$ cat src/rtl/dither_pkg.sv
// rtl/dither_pkg.sv - shared dither sizing helpers, threshold bit-manipulation functions and types
package dither_pkg;

   // Widest dither field the helper functions support.
   localparam int DITHER_MAX_D = 32;

   typedef logic [DITHER_MAX_D-1:0] dither_t;

   // Dither width D from the input/output sample widths.
   function automatic int dither_d(input int in_width, input int out_width);
      return in_width - out_width;
   endfunction

   // Width W of each dither coordinate counter (D/2).
   function automatic int dither_w(input int in_width, input int out_width);
      return (in_width - out_width) / 2;
   endfunction

   // p[2i] = a[i], p[2i+1] = b[i] for i < w; bits above 2w are zero.
   function automatic dither_t interleave(input dither_t a, input dither_t b, input int w);
      dither_t r;
      r = '0;
      for (int i = 0; i < DITHER_MAX_D / 2; i++) begin
         if (i < w) begin
            r[2*i]   = a[i];
            r[2*i+1] = b[i];
         end
      end
      return r;
   endfunction

   // Reverse the low d bits of p; bits above d are zero.
   function automatic dither_t bit_reverse(input dither_t p, input int d);
      dither_t r;
      r = '0;
      for (int i = 0; i < DITHER_MAX_D; i++) begin
         if (i < d) begin
            r[d-1-i] = p[i];
         end
      end
      return r;
   endfunction

endpackage

$ cat src/rtl/dither_threshold.sv
// rtl/dither_threshold.sv - combinational ordered-dither threshold from (x, y) coordinates
module dither_threshold
   import dither_pkg::*;
#(
   parameter int W = 4
) (
   input  logic [W-1:0]   x,
   input  logic [W-1:0]   y,
   output logic [2*W-1:0] t
);

   // Interleave (x^y) with y, then reverse so the fastest-changing bit lands in the MSB.
   assign t = (2*W)'(bit_reverse(interleave(dither_t'(x ^ y), dither_t'(y), W), 2*W));

endmodule

$ cat src/rtl/dither_requantizer.sv
// rtl/dither_requantizer.sv - 2-stage dithered requantizer from IN_WIDTH to OUT_WIDTH signed samples
module dither_requantizer
   import dither_pkg::*;
#(
   parameter int IN_WIDTH  = 24,
   parameter int OUT_WIDTH = 16
) (
   input  logic                 clk_in,
   input  logic                 rst_in,
   input  logic                 dither_en_in,
   input  logic [IN_WIDTH-1:0]  sample_in,
   input  logic                 sample_valid_in,
   output logic                 sample_ready_out,
   output logic [OUT_WIDTH-1:0] sample_out,
   output logic                 sample_valid_out,
   input  logic                 sample_ready_in
);

   localparam int D  = dither_d(IN_WIDTH, OUT_WIDTH);
   localparam int W  = dither_w(IN_WIDTH, OUT_WIDTH);
   // The shifted sum carries exactly one extra bit beyond the output width.
   localparam int QW = OUT_WIDTH + 1;

   localparam logic [D-1:0]         T_HALF = {1'b1, {(D-1){1'b0}}};
   localparam logic signed [QW-1:0] Q_MAX  = $signed({2'b00, {(OUT_WIDTH-1){1'b1}}});

   logic [W-1:0]              x;
   logic [W-1:0]              y;
   logic [D-1:0]              t_dith;
   logic [D-1:0]              t;
   logic                      accept;
   logic                      s1_valid;
   logic                      s1_load;
   logic                      s2_load;
   logic signed [IN_WIDTH:0]  s1_sum;
   logic signed [IN_WIDTH:0]  sum_next;
   logic signed [QW-1:0]      q;
   logic [OUT_WIDTH-1:0]      q_sat;

   dither_threshold #(.W(W)) u_threshold (
      .x (x),
      .y (y),
      .t (t_dith)
   );

   assign s2_load          = !sample_valid_out || sample_ready_in;
   assign s1_load          = !s1_valid || s2_load;
   assign sample_ready_out = s1_load;
   assign accept           = sample_valid_in && s1_load;

   assign t        = dither_en_in ? t_dith : T_HALF;
   assign sum_next = $signed({sample_in[IN_WIDTH-1], sample_in}) + $signed({1'b0, t});

   // Floor division by 2^D, then clamp the positive side only (t >= 0 keeps the negative side in range).
   assign q     = QW'(s1_sum >>> D);
   assign q_sat = (q > Q_MAX) ? Q_MAX[OUT_WIDTH-1:0] : q[OUT_WIDTH-1:0];

   // Dither position advances once per accepted input; y steps when x wraps.
   always_ff @(posedge clk_in) begin
      if (rst_in) begin
         x <= '0;
         y <= '0;
      end else if (accept) begin
         x <= x + 1'b1;
         if (x == {W{1'b1}}) begin
            y <= y + 1'b1;
         end
      end
   end

   // Stage 1: capture the sample plus its threshold.
   always_ff @(posedge clk_in) begin
      if (rst_in) begin
         s1_valid <= 1'b0;
         s1_sum   <= '0;
      end else if (s1_load) begin
         s1_valid <= accept;
         if (accept) begin
            s1_sum <= sum_next;
         end
      end
   end

   // Stage 2: shift, saturate and present to the downstream consumer; holds while stalled.
   always_ff @(posedge clk_in) begin
      if (rst_in) begin
         sample_valid_out <= 1'b0;
         sample_out       <= '0;
      end else if (s2_load) begin
         sample_valid_out <= s1_valid;
         if (s1_valid) begin
            sample_out <= q_sat;
         end
      end
   end

endmodule

$ cat config.mk
export PLATFORM = sky130hd
export DESIGN_NAME = dither_requantizer
export DESIGN_NICKNAME = d
export VERILOG_FILES = /design/src/rtl/dither_pkg.sv /design/src/rtl/dither_threshold.sv /design/src/rtl/dither_requantizer.sv
export SDC_FILE = /design/constraint.sdc
export NUM_CORES = 1
export LEC_CHECK = 0
export ABC_AREA = 1
export CORE_AREA = 2 2 84 86
export CTS_BUF_LIST = sky130_fd_sc_hd__clkbuf_8 sky130_fd_sc_hd__clkbuf_16
export DETAILED_ROUTE_END_ITERATION = 8
export DIE_AREA = 0 0 86 88
export SLEW_MARGIN = 15
export SYNTH_ARGS = -nofsm -noshare
export SYNTH_HDL_FRONTEND = slang
export SYNTH_SLANG_ARGS = --single-unit
$ cat constraint.sdc
create_clock -name clk_in -period 1.9 [get_ports clk_in]
set_input_delay 0.285 -clock clk_in [delete_from_list [all_inputs] [get_ports clk_in]]
set_output_delay 0.285 -clock clk_in [all_outputs]
set_load 0.05 [all_outputs]
==> results of run 1 <==
==> per-stage QoR <==
stage,utilization,hold slack [ns]
after floorplan,-,0.458
after global placement,0.503,0.460
after detailed placement,0.503,0.480
after CTS,0.530,0.477
after global routing,0.550,0.491
final,0.550,0.467
==> cell usage after synthesis, types with 2 or more instances <==
cell type  instances
or2_1              2
o21ai_1            3
nor3_1            20
nand4_1            8
inv_1             63
nand3b_1           6
and3_1             2
ha_1               9
nand3_1           34
nor2_1            58
o21ai_0           35
a21oi_1           25
dfxtp_1           43
clkbuf_1           5
buf_4              2
nand2_1           80
nand2_2            3
o21bai_1           2
==> report_power, final <==
part	switching, mW	total (mW)	internal (mW)	leakage (nW)
clock network	0.313	0.704	0.391	0.0581
registers	0.0342	0.990	0.956	0.359
logic	0.320	0.544	0.224	1.37
==> routing by layer <==
layer | vias up | global-route usage | wire length, um
met3 | 4 | 0.0189 | 221
li1 | 1471 | - | -
met1 | 1295 | 0.273 | 3620
met5 | - | 0 | 0
met2 | 57 | 0.318 | 3290
met4 | 0 | 0.0534 | 72
==> cells in the final DEF (no fill, tap or decap), drive strengths merged <==
cell type      Yosys  final
o21ai             38     38
clkdlybuf4s50      0     44
nand3             34     34
dfxtp             43     43
and3               2      2
clkinv             0      2
or2                2      2
xnor2              1      1
a31o               1      1
buf                5     33
bufinv             0      1
a21oi             25     25
nand4              9      9
nor4               1      1
nor3              21     21
inv               64     64
ha                 9      9
nand3b             6      6
nor2              58     58
o21bai             2      2
clkbuf             6      6
nand2             83     83
==> path summary, 6_finish.rpt <==
| kind | start | to | depth (start not counted) |
|---|---|---|---|
| worst min-delay path | y[3]$_SDFFE_PP0P_ | y[3]$_SDFFE_PP0P_ | 1 |
| worst max register to register | y[0]$_SDFFE_PP0P_ | s1_sum[18]$_SDFFE_PP0P_ | 14 |
| worst min register to register | y[3]$_SDFFE_PP0P_ | y[3]$_SDFFE_PP0P_ | 1 |
| worst max-delay path | y[0]$_SDFFE_PP0P_ | s1_sum[18]$_SDFFE_PP0P_ | 14 |
==> kinds of logic after synthesis <==
logic type | after synthesis | synth area share
flops | 43 | 0.333
fa+ha+maj | 9 | 0.0436
simple gates | 216 | 0.373
buf+inv | 75 | 0.116
compound gates | 66 | 0.131
xor+xnor | 1 | 0.00339
==> layout make-up <==
cell class                      instances  area [um2]  share of cell area
Clock buffer                            5        68.8              0.0188
Timing Repair Buffer                   78         718               0.196
Clock inverter                          3        43.8              0.0120
Tap cell                               80         100              0.0274
Inverter                               64         240              0.0657
Sequential cell                        43         875               0.239
Multi-Input combinational cell        292        1610               0.441
==> worst max-delay path: stages, from the launching register on <==
cell      delay (ns)
dfxtp_2         0.34
inv_2           0.06
a21oi_2         0.14
o21ai_2         0.08
ha_4            0.30
nand2_1         0.08
inv_2           0.07
nand3_2         0.08
nand3b_1        0.21
nand3_2         0.11
nand2_1         0.05
nand2_1         0.06
nand3_1         0.08
nand2_1         0.06
inv_1           0.03
==> flip-flops by register name, summed over array words and instances, names as in the netlist <==
signal            cells
x                     4
sample_valid_out      1
s1_valid              1
s1_sum               17
y                     4
sample_out           16
==> timing repair <==
item,4_1_cts,5_1_grt
setup endpoints to repair,17,17
resized for setup,19,40
hold endpoints to repair,0,0
setup buffers,1,2
pin swaps,8,12
==> flow_metrics.tcl, run 1 <==
set metrics [dict create \
    grt_antenna_before_repair 0 \
    ys_seq_area_frac 0.333 \
    clk_latency_ns 0.29 \
    ys_warn_count 0 \
    hold_viol 0 \
    dp.cells 554 \
    period_minus_slack_ns 1.83 \
    syn_nets 448 \
    post-place-ws_ns -0.646 \
    yosys.area.top_type "dfxtp_1" \
    ant_nets 0 \
    slew_headroom 0.345 \
    drt_wl_total_um 7200 \
    critPathCaptureType "flip-flop" \
    synth-edff-count 0 \
    ios 47 \
    async_flop_share 0 \
    fin_tns_setup_ns 0 \
    worst_slew_pin_slew_ns 0.979 \
    cts.clk_slew.worst_paths_ns 0.08 \
    drt_iter0_markers 148 \
    grt_pass1_wl_um 11900 \
    p_leak_nw 1.78 \
    drv_slew 0 \
    hold_buffers 0 \
    n_fill_cell 634 \
    worstPathRequired_ns 2.10 \
    antenna_cells 0 \
    rows 30 \
    die_h_um 88 \
    cts.sinks 43 \
    num_vias 2827 \
    grt_max_degree 29 \
    outcome "completed" \
    drc 0 \
    fin_ws_ns 0.0654 \
    final_cell_area_um2 3660 \
    port-buffer-count 46 \
    synthCells 410 \
    track_usage 0.194 \
    finalClockSkew_ns 0.00617 \
    synth_area_leaders "dfxtp_1, nand2_1, inv_1" \
    min_period_over_period 0.966 \
    gr-total-overflow 0 \
    fmax_mhz 545 \
    post-dp-hpwl_um 5430 \
    synth.avg_cell_area_um2 6.30 \
    cp_max_fo 4 \
    grt_pass1_vias 2596 \
    clockBufferDepth 2 \
    cts_tree "yes" \
    dr.pass1.iters 4 \
    wl_per_cell_um 12.7 \
    path_class "flip-flop to flip-flop" \
    power_density_nw_per_um2 612 \
    vdd_drop_max_uv 260 \
    finalPower_mw 2.24 \
    gp_congestion 0.883 \
    drive_above_1_share 0.194 \
    placed_area_um2 3340 \
    hold_class "flip-flop to flip-flop" \
    regToRegSetupSlack_ns 0.07 \
    drv_cap 0 \
    syn_to_final_growth_pct 41.5 \
    netlist_area_um2 2580 \
    synthFlopType "dfxtp_1" \
    htreeDepth 2 \
    coreArea_um2 6640 \
    synth_cell_types 28 \
    start_kind "flip-flop" \
    instances_no_fill 565 \
    die_w_um 86 \
    routed_via_density 5.00 \
    synth_top_area_share 0.333 \
    dieArea_um2 7570 \
    critPathArrivalTime_ns 2.03 \
    rsz0062_at_grt "true" \
    fin_nets 522 \
    start_util 0.389 \
    cts_buffers 5 \
    synth-seq-cells 43 \
    clockRootBuffer "clkbuf_8" \
    finalSetupViolations 0 \
]
Note: power is estimated with default switching activity, not from simulation.
==> run 2: changes to the inputs <==
Settings changed: CORE_AREA 2 2 84 86 to 2 2 105 107, DIE_AREA 0 0 86 88 to 0 0 107 109.
==> flow_metrics.tcl, run 2 (synthesis results as in run 1) <==
set metrics [dict create \
    critPathArrivalTime_ns 2.09 \
    n_fill_cell 1137 \
    outcome "completed" \
    gr-total-overflow 0 \
    worst_slew_pin_slew_ns 0.902 \
    dr_wl_met2_um 3420 \
    drive_above_1_share 0.218 \
    slew_headroom 0.396 \
    mostFrequentLayoutCells "nand2_1, inv_1, nor2_1" \
    grt_pass1_wl_um 12400 \
    period_minus_slack_ns 1.89 \
    p_leak_nw 1.79 \
    rows 38 \
    top_register "s1_sum" \
    start_kind "flip-flop" \
    power_density_nw_per_um2 558 \
    drt_wl_total_um 7440 \
    drt_iter0_markers 99 \
    clockRootBuffer "clkbuf_8" \
    routed_via_density 4.38 \
    wl_met1_um 3700 \
    num_vias 2758 \
    cts_tree "yes" \
    drc 0 \
    antenna_cells 0 \
    worstPathRequired_ns 2.10 \
    syn_to_final_growth_pct 46.0 \
    hold_class "flip-flop to flip-flop" \
    dieArea_um2 11700 \
    finalSetupViolations 0 \
    ios 47 \
    largest_reg_flops 17 \
    die_w_um 107 \
    cts.clk_slew.worst_paths_ns 0.08 \
    post-dp-hpwl_um 5960 \
    clockBufferDepth 2 \
    start_util 0.244 \
    mostFrequentLayoutCell "nand2_1" \
    track_usage 0.132 \
    grt_pass1_vias 2714 \
    wl_per_cell_um 11.8 \
    cp_max_fo 6 \
    top_layer "met4" \
    final_core_util 0.356 \
    fin_nets 527 \
    cts_buffers 5 \
    ant_nets 0 \
    clk_latency_ns 0.29 \
    die_h_um 109 \
    grt_antenna_before_repair 0 \
    critPathCaptureType "flip-flop" \
    drv_cap 0 \
    gp_congestion 0.866 \
    hold_viol 0 \
    vdd_drop_max_uv 252 \
    fin_tns_setup_ns 0 \
    reg.largest.list "s1_sum (17), sample_out (16)" \
    rsz0062_at_grt "true" \
    drv_slew 0 \
    port-buffer-count 46 \
    coreArea_um2 10600 \
    path_class "flip-flop to flip-flop" \
    min_period_over_period 0.994 \
    hold_buffers 0 \
    cts.sinks 43 \
    dr.pass1.iters 6 \
    finalClockSkew_ns 0.00627 \
    wl_met3_um 225 \
    fmax_mhz 529 \
    grt_max_degree 29 \
    htreeDepth 2 \
]
run 2: cell types whose count changed in the layout (fill, tap and decap cells not counted), moves of 3 or more:
cell     change
buf_4        +5
nand2_1      -3
nand2_2      +4
nand3_1      -3
o21ai_0      -3
run 2: cell type report:
cell class	count	area, um2	share of cell area
multi-input combinational	292	1650	0.436
sequential	43	873	0.231
timing repair buffer	83	756	0.200
inverter	64	240	0.0637
tap	140	175	0.0464
clock buffer	5	68.8	0.0182
clock inverter	3	15.0	0.00398
run 2: path summary, 6_finish.rpt:
kind                               startpoint                           to  slack (ns)  cells after the start
setup reg to reg            y[0]$_SDFFE_PP0P_      s1_sum[19]$_SDFFE_PP0P_        0.01                     13
hold reg to reg   sample_out[15]$_SDFFE_PP0P_  sample_out[15]$_SDFFE_PP0P_        0.47                      2
setup / recovery            y[0]$_SDFFE_PP0P_      s1_sum[19]$_SDFFE_PP0P_        0.01                     13
hold / removal    sample_out[15]$_SDFFE_PP0P_  sample_out[15]$_SDFFE_PP0P_        0.47                      2
run 2: power by group:
group / leakage [nW] / internal, mW / total, mW / switching (mW)
registers: 0.358 / 0.957 / 0.991 / 0.0342
clock network: 0.0477 / 0.252 / 0.571 / 0.319
logic: 1.38 / 0.223 / 0.545 / 0.322
run 2: worst max-delay path, stage by stage, from the launching register on:
cell     delay, ns
dfxtp_2       0.34
inv_2         0.05
a21oi_2       0.12
o21ai_1       0.07
ha_1          0.36
nand4_1       0.21
nor2_1        0.14
nand2_1       0.10
nand3_4       0.12
nand2_2       0.05
nand2_1       0.07
nand3_1       0.06
nand2_1       0.06
inv_1         0.03
run 2: routing by layer:
layer  GRT usage  vias to the layer above
met4      0.0417                        0
met1       0.176                     1218
met3      0.0155                        6
met5           0                        -
met2       0.224                       46
li1            -                     1488
run 2: stage by stage:
| step | instance area (um2) | total power [mW] | worst slack (ns) | hold slack (ns) | cells |
|---|---|---|---|---|---|
| after detailed placement | 3460 | 1.52 | -0.585 | 0.461 | 620 |
| after global routing | 3770 | 2.23 | -0.173 | 0.505 | 630 |
| after floorplan | 2600 | 1.29 | 0.132 | 0.458 | 410 |
| after CTS | 3610 | 2.10 | 0.000584 | 0.473 | 630 |
| final | 3770 | 2.11 | 0.0111 | 0.473 | 630 |
| after global placement | 3460 | 1.52 | -0.571 | 0.469 | 620 |
run 2: what timing repair did:
item / 4_1_cts / 5_1_grt
pin swaps: 11 / 22
gates resized for setup: 23 / 45
buffers inserted: 2 / 0
setup endpoints to repair: 17 / 17
==> run 3: changes to the inputs <==
Settings changed: CORE_AREA 2 2 105 107 to 2 2 87 130, DIE_AREA 0 0 107 109 to 0 0 89 132, REMOVE_ABC_BUFFERS set to 1.
==> flow_metrics.tcl, run 3 (synthesis results as in run 1) <==
set metrics [dict create \
    outcome "completed" \
    ios 47 \
    worst_slew_pin_slew_ns 1.12 \
    finalClockSkew_ns 0.00736 \
    cts.clk_slew.worst_paths_ns 0.06 \
    hold_buffers 0 \
    p_leak_nw 1.83 \
    p_clk_frac 0.349 \
    finalSetupViolations 0 \
    final_core_util 0.367 \
    rows 46 \
    power.internal_mw 1.67 \
    reg2regPathDepth 13 \
    critPathCaptureType "flip-flop" \
    reg.largest.list "s1_sum (17), sample_out (16)" \
    die_w_um 89 \
    n_fill_cell 1175 \
    worstPathRequired_ns 2.09 \
    p_seq_frac 0.417 \
    track_usage 0.139 \
    clockBufferDepth 2 \
    syn_to_final_growth_pct 50.3 \
    slew_headroom 0.250 \
    fin_ws_ns 0.0834 \
    cts_buffers 5 \
    port-buffer-count 46 \
    routed_via_density 4.44 \
    top_register "s1_sum" \
    min_path_cells 1 \
    start_kind "flip-flop" \
    dieArea_um2 11700 \
    finalPower_mw 2.37 \
    hold_class "flip-flop to flip-flop" \
    post-place-ws_ns -0.631 \
    fin_nets 535 \
    drc 0 \
    coreArea_um2 10600 \
    min_period_over_period 0.956 \
    power.switching_mw 0.696 \
    drive_above_1_share 0.227 \
    largest_reg_flops 17 \
    power_density_nw_per_um2 609 \
    mostFrequentLayoutCells "nand2_1, inv_1, nor2_1" \
    vdd_drop_max_uv 295 \
    cp_max_fo 4 \
    grt_pass1_vias 2788 \
    post-dp-hpwl_um 6060 \
    placed_area_um2 3490 \
    fmax_mhz 550 \
    grt_antenna_before_repair 0 \
    antenna_cells 0 \
    hold_viol 0 \
    power_frac_comb 0.234 \
    rsz0062_at_grt "true" \
    dr.pass1.iters 4 \
    cts_tree "yes" \
    final_cell_area_um2 3890 \
    htreeDepth 2 \
    die_h_um 132 \
    start_util 0.244 \
    gp_congestion 0.835 \
    path_class "flip-flop to flip-flop" \
    drt_iter0_markers 75 \
    drv_cap 0 \
    ant_nets 0 \
    clk_latency_ns 0.29 \
    p_sw_frac 0.294 \
    mostFrequentLayoutCell "nand2_1" \
    num_vias 2851 \
    drt_wl_total_um 7620 \
    grt_pass1_wl_um 13000 \
    cts.sinks 43 \
    grt_max_degree 29 \
    clockRootBuffer "clkbuf_16" \
    period_minus_slack_ns 1.82 \
    dp.cells 631 \
    wl_per_cell_um 11.9 \
    instances_no_fill 642 \
    gr-total-overflow 0 \
    critPathArrivalTime_ns 2.01 \
    drv_slew 0 \
]
==> run 3: cell types whose count changed in the layout (fill, tap and decap cells not counted), sizes merged <==
cell | before | now
buf | 38 | 46
inv | 64 | 65
clkinvlp | 0 | 1
clkinv | 3 | 1
==> run 3: cell type report <==
type                            instances  area, um2  area share
Multi-Input combinational cell        292       1650       0.424
Inverter                               64        240      0.0618
Timing Repair Buffer                   91        803       0.207
Clock buffer                            5        125      0.0322
Tap cell                              144        180      0.0464
Sequential cell                        43        872       0.224
Clock inverter                          3       16.3     0.00419
==> run 3: critical path, cell delays in order (launching register included) <==
cell	delay, ns
dfxtp_2	0.34
inv_2	0.05
a21oi_2	0.13
o21ai_2	0.09
ha_4	0.30
a21oi_2	0.06
or2_1	0.26
buf_4	0.15
nand3_2	0.07
nand2_1	0.05
nand2_1	0.07
nand3_2	0.06
nand2_1	0.06
inv_1	0.03
==> run 3: metal layers <==
| layer | share of wire | up-vias | global-route usage |
|---|---|---|---|
| met2 | 0.53 | 39 | 0.246 |
| li1 | - | 1497 | - |
| met3 | 0.023 | 8 | 0.0182 |
| met5 | 0 | - | 0 |
| met1 | 0.42 | 1307 | 0.164 |
| met4 | 0.021 | 0 | 0.0531 |
==> run 3: final timing paths <==
path,end,start,slack (ns)
setup / recovery,s1_sum[18]$_SDFFE_PP0P_,y[0]$_SDFFE_PP0P_,0.08
hold / removal,y[3]$_SDFFE_PP0P_,y[3]$_SDFFE_PP0P_,0.47
hold reg to reg,y[3]$_SDFFE_PP0P_,y[3]$_SDFFE_PP0P_,0.47
setup reg to reg,s1_sum[18]$_SDFFE_PP0P_,y[0]$_SDFFE_PP0P_,0.08
==> run 3: stage by stage <==
step           hold slack (ns)  TNS, ns
2_1_floorplan            0.354    -3.64
3_3_place_gp             0.464    -8.57
3_5_place_dp             0.467    -9.16
4_1_cts                  0.477        0
5_1_grt                  0.493   -0.387
6_report                 0.466        0
==> run 3: what timing repair did <==
action                                  4_1_cts  5_1_grt
endpoints found under the setup margin       17       17
pin swaps                                    13       22
endpoints found under the hold margin         0        0
cloned                                        0        0
setup buffers                                 1        2
resized for setup                            27       37
==> run 3: power groups by stage <==
stage	Combinational [mW]	Sequential (mW)	Clock (mW)
final	0.553	0.987	0.825
after CTS	0.536	0.988	0.844
after floorplan	0.181	1.09	0
after global placement	0.512	1.01	0
after global routing	0.609	0.995	0.900
after detailed placement	0.518	1.01	0
